===== src/rtl/cache_set_controller_if.sv =====
// rtl/cache_set_controller_if.sv - request, refill and LRU-policy signals of one cache set controller
interface cache_set_controller_if #(
    parameter int NUM_WAYS  = 4,
    parameter int TAG_WIDTH = 20
);
    logic                 reqValid;
    logic                 reqReady;
    logic [TAG_WIDTH-1:0] reqTag;
    logic                 respValid;
    logic                 respHit;
    logic [NUM_WAYS-1:0]  respWay;
    logic                 memReqValid;
    logic                 memReqReady;
    logic [TAG_WIDTH-1:0] memReqTag;
    logic                 memRespValid;
    logic [NUM_WAYS-1:0]  hitWay;
    logic [NUM_WAYS-1:0]  allocateWay;
    logic [NUM_WAYS-1:0]  evictionTarget;
    logic                 evictionReady;

    modport master (
        output reqValid, reqTag, memReqReady, memRespValid, evictionTarget, evictionReady,
        input  reqReady, respValid, respHit, respWay, memReqValid, memReqTag, hitWay, allocateWay
    );

    modport slave (
        input  reqValid, reqTag, memReqReady, memRespValid, evictionTarget, evictionReady,
        output reqReady, respValid, respHit, respWay, memReqValid, memReqTag, hitWay, allocateWay
    );
endinterface


===== src/rtl/cache_set_controller.sv =====
// rtl/cache_set_controller.sv - tag lookup, victim selection and refill sequencing for one cache set
// Optional hit/miss counters are enabled with CACHE_SET_STATS_EN.
module cache_set_controller #(
    parameter int NUM_WAYS  = 4,
    parameter int TAG_WIDTH = 20
) (
    input  logic        clk,
    input  logic        reset_n,
    cache_set_controller_if.slave bus
`ifdef CACHE_SET_STATS_EN
    ,
    output logic [31:0] hitCount,
    output logic [31:0] missCount
`endif
);
    typedef enum logic [2:0] {
        S_IDLE, S_LOOKUP, S_VICTIM, S_MEM_REQ, S_MEM_WAIT, S_FILL, S_RESPOND
    } state_t;

    localparam logic [NUM_WAYS-1:0] WAY_ONE = NUM_WAYS'(1);

    state_t               state_q, state_d;
    logic [TAG_WIDTH-1:0] tag_q, tag_d;
    logic [NUM_WAYS-1:0]  valid_q, valid_d;
    logic [NUM_WAYS-1:0]  victim_q, victim_d;
    logic [NUM_WAYS-1:0]  way_q, way_d;
    logic                 resp_hit_q, resp_hit_d;
    logic [TAG_WIDTH-1:0] tag_mem_q [NUM_WAYS];

    logic [NUM_WAYS-1:0]  match;
    logic [NUM_WAYS-1:0]  free_ways;
    logic [NUM_WAYS-1:0]  free_low;
    logic                 one_match;

    always_comb begin
        for (int i = 0; i < NUM_WAYS; i++) begin
            match[i] = valid_q[i] && (tag_mem_q[i] == tag_q);
        end
    end

    assign one_match = (match != '0) && ((match & (match - WAY_ONE)) == '0);
    assign free_ways = ~valid_q;
    // Two's-complement trick isolates the lowest set bit of free_ways.
    assign free_low  = free_ways & (~free_ways + WAY_ONE);

    always_comb begin
        state_d    = state_q;
        tag_d      = tag_q;
        valid_d    = valid_q;
        victim_d   = victim_q;
        way_d      = way_q;
        resp_hit_d = resp_hit_q;

        bus.reqReady    = 1'b0;
        bus.respValid   = 1'b0;
        bus.respHit     = 1'b0;
        bus.respWay     = '0;
        bus.memReqValid = 1'b0;
        bus.memReqTag   = '0;
        bus.hitWay      = '0;
        bus.allocateWay = '0;

        case (state_q)
            S_IDLE: begin
                bus.reqReady = reset_n;
                if (bus.reqValid) begin
                    tag_d   = bus.reqTag;
                    state_d = S_LOOKUP;
                end
            end
            S_LOOKUP: begin
                if (one_match) begin
                    bus.hitWay = match;
                    way_d      = match;
                    resp_hit_d = 1'b1;
                    state_d    = S_RESPOND;
                end else begin
                    resp_hit_d = 1'b0;
                    state_d    = S_VICTIM;
                end
            end
            S_VICTIM: begin
                // A free way always wins over the policy's victim.
                if (free_ways != '0) begin
                    victim_d = free_low;
                    state_d  = S_MEM_REQ;
                end else if (bus.evictionReady) begin
                    victim_d = bus.evictionTarget;
                    state_d  = S_MEM_REQ;
                end
            end
            S_MEM_REQ: begin
                bus.memReqValid = 1'b1;
                bus.memReqTag   = tag_q;
                if (bus.memReqReady) begin
                    state_d = S_MEM_WAIT;
                end
            end
            S_MEM_WAIT: begin
                if (bus.memRespValid) begin
                    state_d = S_FILL;
                end
            end
            S_FILL: begin
                bus.allocateWay = victim_q;
                valid_d         = valid_q | victim_q;
                way_d           = victim_q;
                resp_hit_d      = 1'b0;
                state_d         = S_RESPOND;
            end
            S_RESPOND: begin
                bus.respValid = 1'b1;
                bus.respHit   = resp_hit_q;
                bus.respWay   = way_q;
                state_d       = S_IDLE;
            end
            default: state_d = S_IDLE;
        endcase
    end

    always_ff @(posedge clk or negedge reset_n) begin
        if (!reset_n) begin
            state_q    <= S_IDLE;
            tag_q      <= '0;
            valid_q    <= '0;
            victim_q   <= '0;
            way_q      <= '0;
            resp_hit_q <= 1'b0;
        end else begin
            state_q    <= state_d;
            tag_q      <= tag_d;
            valid_q    <= valid_d;
            victim_q   <= victim_d;
            way_q      <= way_d;
            resp_hit_q <= resp_hit_d;
        end
    end

    // Tag storage is qualified by valid_q, so it carries no reset.
    always_ff @(posedge clk) begin
        if (state_q == S_FILL) begin
            for (int i = 0; i < NUM_WAYS; i++) begin
                if (victim_q[i]) begin
                    tag_mem_q[i] <= tag_q;
                end
            end
        end
    end

`ifdef CACHE_SET_STATS_EN
    logic [31:0] hit_cnt_q, hit_cnt_d;
    logic [31:0] miss_cnt_q, miss_cnt_d;

    always_comb begin
        hit_cnt_d  = hit_cnt_q;
        miss_cnt_d = miss_cnt_q;
        if (state_q == S_RESPOND) begin
            if (resp_hit_q && (hit_cnt_q != '1)) begin
                hit_cnt_d = hit_cnt_q + 32'd1;
            end else if (!resp_hit_q && (miss_cnt_q != '1)) begin
                miss_cnt_d = miss_cnt_q + 32'd1;
            end
        end
    end

    always_ff @(posedge clk or negedge reset_n) begin
        if (!reset_n) begin
            hit_cnt_q  <= '0;
            miss_cnt_q <= '0;
        end else begin
            hit_cnt_q  <= hit_cnt_d;
            miss_cnt_q <= miss_cnt_d;
        end
    end

    assign hitCount  = hit_cnt_q;
    assign missCount = miss_cnt_q;
`endif
endmodule


===== src/flat_wrapper.sv =====
// flat-port wrapper written by rule: the top's interface ports become plain ports
module cache_set_controller_flat 
#(
    parameter int NUM_WAYS  = 4,
    parameter int TAG_WIDTH = 20
)
  (clk, reset_n, bus_reqValid, bus_reqTag, bus_memReqReady, bus_memRespValid, bus_evictionTarget, bus_evictionReady, bus_reqReady, bus_respValid, bus_respHit, bus_respWay, bus_memReqValid, bus_memReqTag, bus_hitWay, bus_allocateWay);
  cache_set_controller_if #(.NUM_WAYS(NUM_WAYS), .TAG_WIDTH(TAG_WIDTH)) bus_i ();
  input  logic clk;
  input  logic reset_n;
  input wire logic [$bits(bus_i.reqValid)-1:0] bus_reqValid;
  input wire logic [$bits(bus_i.reqTag)-1:0] bus_reqTag;
  input wire logic [$bits(bus_i.memReqReady)-1:0] bus_memReqReady;
  input wire logic [$bits(bus_i.memRespValid)-1:0] bus_memRespValid;
  input wire logic [$bits(bus_i.evictionTarget)-1:0] bus_evictionTarget;
  input wire logic [$bits(bus_i.evictionReady)-1:0] bus_evictionReady;
  output wire logic [$bits(bus_i.reqReady)-1:0] bus_reqReady;
  output wire logic [$bits(bus_i.respValid)-1:0] bus_respValid;
  output wire logic [$bits(bus_i.respHit)-1:0] bus_respHit;
  output wire logic [$bits(bus_i.respWay)-1:0] bus_respWay;
  output wire logic [$bits(bus_i.memReqValid)-1:0] bus_memReqValid;
  output wire logic [$bits(bus_i.memReqTag)-1:0] bus_memReqTag;
  output wire logic [$bits(bus_i.hitWay)-1:0] bus_hitWay;
  output wire logic [$bits(bus_i.allocateWay)-1:0] bus_allocateWay;
  assign bus_i.reqValid = bus_reqValid;
  assign bus_i.reqTag = bus_reqTag;
  assign bus_i.memReqReady = bus_memReqReady;
  assign bus_i.memRespValid = bus_memRespValid;
  assign bus_i.evictionTarget = bus_evictionTarget;
  assign bus_i.evictionReady = bus_evictionReady;
  assign bus_reqReady = bus_i.reqReady;
  assign bus_respValid = bus_i.respValid;
  assign bus_respHit = bus_i.respHit;
  assign bus_respWay = bus_i.respWay;
  assign bus_memReqValid = bus_i.memReqValid;
  assign bus_memReqTag = bus_i.memReqTag;
  assign bus_hitWay = bus_i.hitWay;
  assign bus_allocateWay = bus_i.allocateWay;
  cache_set_controller #(.NUM_WAYS(NUM_WAYS), .TAG_WIDTH(TAG_WIDTH)) u_core (.clk(clk), .reset_n(reset_n), .bus(bus_i));
endmodule

===== config.mk =====
export PLATFORM = sky130hd
export DESIGN_NAME = cache_set_controller_flat
export DESIGN_NICKNAME = d
export VERILOG_FILES = /design/src/rtl/cache_set_controller_if.sv /design/src/rtl/cache_set_controller.sv /design/src/flat_wrapper.sv
export SDC_FILE = /design/constraint.sdc
export NUM_CORES = 1
export LEC_CHECK = 0
export CAP_MARGIN = 10
export CORE_ASPECT_RATIO = 0.9
export CORE_UTILIZATION = 40
export CTS_BUF_LIST = sky130_fd_sc_hd__clkbuf_8
export DETAILED_ROUTE_END_ITERATION = 16
export RECOVER_POWER = 50
export REMOVE_ABC_BUFFERS = 1
export SYNTH_ARGS = -nofsm -noshare
export SYNTH_HDL_FRONTEND = slang
export SYNTH_SLANG_ARGS = --single-unit

===== constraint.sdc =====
create_clock -name clk -period 2.8 [get_ports clk]
set_input_delay 0.28 -clock clk [delete_from_list [all_inputs] [get_ports clk]]
set_output_delay 0.28 -clock clk [all_outputs]
set_load 0.02 [all_outputs]

==> flow_metrics.tcl <==
set metrics [dict create \
    start_util_pct 41.6 \
    max_freq_mhz 367 \
    dieHeight_microns 112 \
    dp.cells 624 \
    synth_top_area_share_pct 44.8 \
    critPathKind "reg -> out" \
    synth_area_sq_um 5360 \
    path_clk_slew_ns 0.07 \
    drv_cap 0 \
    p_int_uw 4360 \
    seqPwrFrac_pct 41.8 \
    yosysTopAreaCell "edfxtp_1" \
    slew_headroom_pct 64.4 \
    drt_iter0_drc 198 \
    gp_congestion 0.756 \
    core-area_sq_um 12900 \
    clock_latency_ns 0.44 \
    rsz0062_at_grt "yes" \
    hp-class "in -> reg" \
    cts_buffers 17 \
    cts.sinks 116 \
    drive_gt1_share_pct 33.5 \
    grt.total_usage_pct 18.6 \
    avgSynthCellArea_sq_um 14.0 \
    yosysWarnings 0 \
    diodes 0 \
    viasPerCell 4.87 \
    die-area_sq_um 13900 \
    synth_edf_count 80 \
    grt_overflow 0 \
    synthTopCellsByArea "edfxtp_1, dfrtp_1, xor2_1, xnor2_1, mux2_2" \
    p_leak_uw 0.00261 \
    hold_ws_ns 0.451 \
    ir_drop_uv 576 \
    antenna_left 0 \
    chipWidth_microns 124 \
    sw_frac_of_total_pct 34.4 \
    start_kind "flop" \
    hold_violations 0 \
    cts_buffer_depth 2 \
    nFillCells 1122 \
    antenna_found_initial 0 \
    nNetsFinal 528 \
    grt_max_degree 37 \
    cts_root_buffer "clkbuf_8" \
    drt-total-wl_microns 11900 \
    crit_fanout 5 \
    grt_pass1_wl_microns 18500 \
    ys_types 45 \
    syn2layout_area_growth_pct 29.8 \
    io_buffers 65 \
    p_sw_uw 2280 \
    rows 39 \
    cts_tree "yes" \
    combPwrFrac_pct 34.8 \
    io_pins 66 \
    clock_power_share_pct 23.4 \
    synth_seq_cells 116 \
    first_global_vias 3397 \
    setup_viol 0 \
    synth.most_common_cell "edfxtp_1" \
    drt_first_pass_iters 4 \
    r2r_slack_ns 0.33 \
    period_needed_ns 2.73 \
    drc 0 \
    cts_max_level 4 \
    required_ns 2.52 \
    status "finished, final reports clean" \
    drv_slew 0 \
    ys.flop_type "edfxtp_1" \
    skew_ns 0.0130 \
    tightest_slew_ns 0.533 \
    dr_total_vias 3289 \
    syn_inst 383 \
    finalPower_uw 6640 \
    hpwl_microns 7980 \
    yosysSeqAreaShare_pct 61.7 \
    wl_per_cell_microns 17.6 \
    arrival_ns 2.45 \
    fin_cells 675 \
    end_kind "output pin" \
    power.density_nw_per_um2 955 \
    final_min_period_over_clock_period_pct 97.4 \
    synth_common_cells "edfxtp_1, xor2_1, dfrtp_1" \
    async_flop_share_pct 31.0 \
]
-- metrics by stage --
stage / worst slack (ns) / instance area (sq um) / TNS [ns] / util (%)
2_1_floorplan: -0.437 / 5160 / -8.75 / -
3_3_place_gp: 0.00254 / 6310 / 0 / 49.0
3_5_place_dp: -0.0751 / 6310 / -0.0751 / 49.0
4_1_cts: -0.0265 / 6810 / -0.0265 / 52.8
5_1_grt: -0.0455 / 6950 / -0.0473 / 54.0
6_report: 0.0733 / 6950 / 0 / 54.0
-- worst max-delay path, cell delays in order (launching register included) --
cell and delay, ns:
dfrtp_2 0.46, buf_4 0.17, xnor2_1 0.14, nand4_1 0.19, nor4_4 0.39, o211ai_1 0.19, nor3_2 0.26, buf_2 0.20
-- layout by cell type, fill, tap and decap left out, types with 3 or more instances in the layout --
master,n
dfrtp_2,15
nor4_2,7
nor4_1,3
inv_1,8
buf_2,5
clkinv_2,3
xor2_1,46
or2_2,4
nor3_1,8
a211oi_2,6
buf_4,56
and2_1,24
xnor2_2,5
inv_6,4
dfrtp_1,21
o21ai_0,4
nand3_1,6
nor3b_2,3
clkinv_4,3
nand2_1,8
clkbuf_8,18
edfxtp_1,80
a21oi_1,6
and3_1,4
nor2_1,12
clkdlybuf4s50_1,60
xnor2_1,29
nand4_1,8
mux2_2,20
-- sequential cells by signal, indices dropped and copies added, names as in the netlist --
signal / count
u_core.tag_mem_q: 80
u_core.tag_q: 20
u_core.valid_q: 4
u_core.victim_q: 4
u_core.way_q: 4
u_core.state_q: 3
u_core.resp_hit_q: 1
-- layer usage --
| metal | GRT usage [%] | share of wire, % | up-vias |
|---|---|---|---|
| met5 | 0 | 0 | - |
| li1 | - | - | 1584 |
| met4 | 6.51 | 1.0 | 0 |
| met2 | 29.2 | 48 | 73 |
| met3 | 4.66 | 3.9 | 11 |
| met1 | 25.1 | 47 | 1621 |
-- power by group through the flow --
stage / combinational [uW] / sequential [uW] / clock (uW)
global placement: 2110 / 2800 / 0
global route: 2530 / 2840 / 1660
floorplan: 1180 / 2740 / 0
finish: 2310 / 2780 / 1550
detailed placement: 2120 / 2820 / 0
CTS: 2200 / 2810 / 1590
-- logic make-up (layout without fill, tap and decap cells) --
logic type | after synthesis | in the layout | share of synthesized area (%)
buffers and inverters | 35 | 163 | 4.30
xor gates and xnor gates | 80 | 80 | 13.1
muxes | 21 | 21 | 4.39
DFF | 116 | 116 | 61.7
and+or+nand+nor | 106 | 106 | 12.8
AOI/OAI and AO/OA | 25 | 25 | 3.74
-- worst paths after layout --
kind	depth (start not counted)	start	end
setup / recovery	7	u_core.tag_q[14]	bus_hitWay[0]
hold / removal	2	bus_reqTag[19]	u_core.tag_q[19]
setup reg to reg	9	u_core.tag_q[5]	u_core.way_q[2]
hold reg to reg	1	u_core.resp_hit_q	u_core.resp_hit_q
max in group asynchronous	3	reset_n	u_core.tag_q[14]
min in group asynchronous	3	reset_n	u_core.tag_q[17]
-- timing repair --
action	4_1_cts	5_1_grt
hold buffers	1	0
pin swaps	5	15
setup endpoints to repair	4	19
setup buffers	2	16
endpoints found under the hold margin	36	0
resized for setup	37	15
-- cell type report --
type	count	area [sq um]	share of cell area [%]
clock inverter	14	151	2.18
tap	164	205	2.95
inverter	8	30.0	0.432
sequential	116	3320	47.8
timing repair buffer	123	1070	15.3
multi-input combinational	232	1930	27.8
clock buffer	18	248	3.56
(Power assumes the default switching activity.)
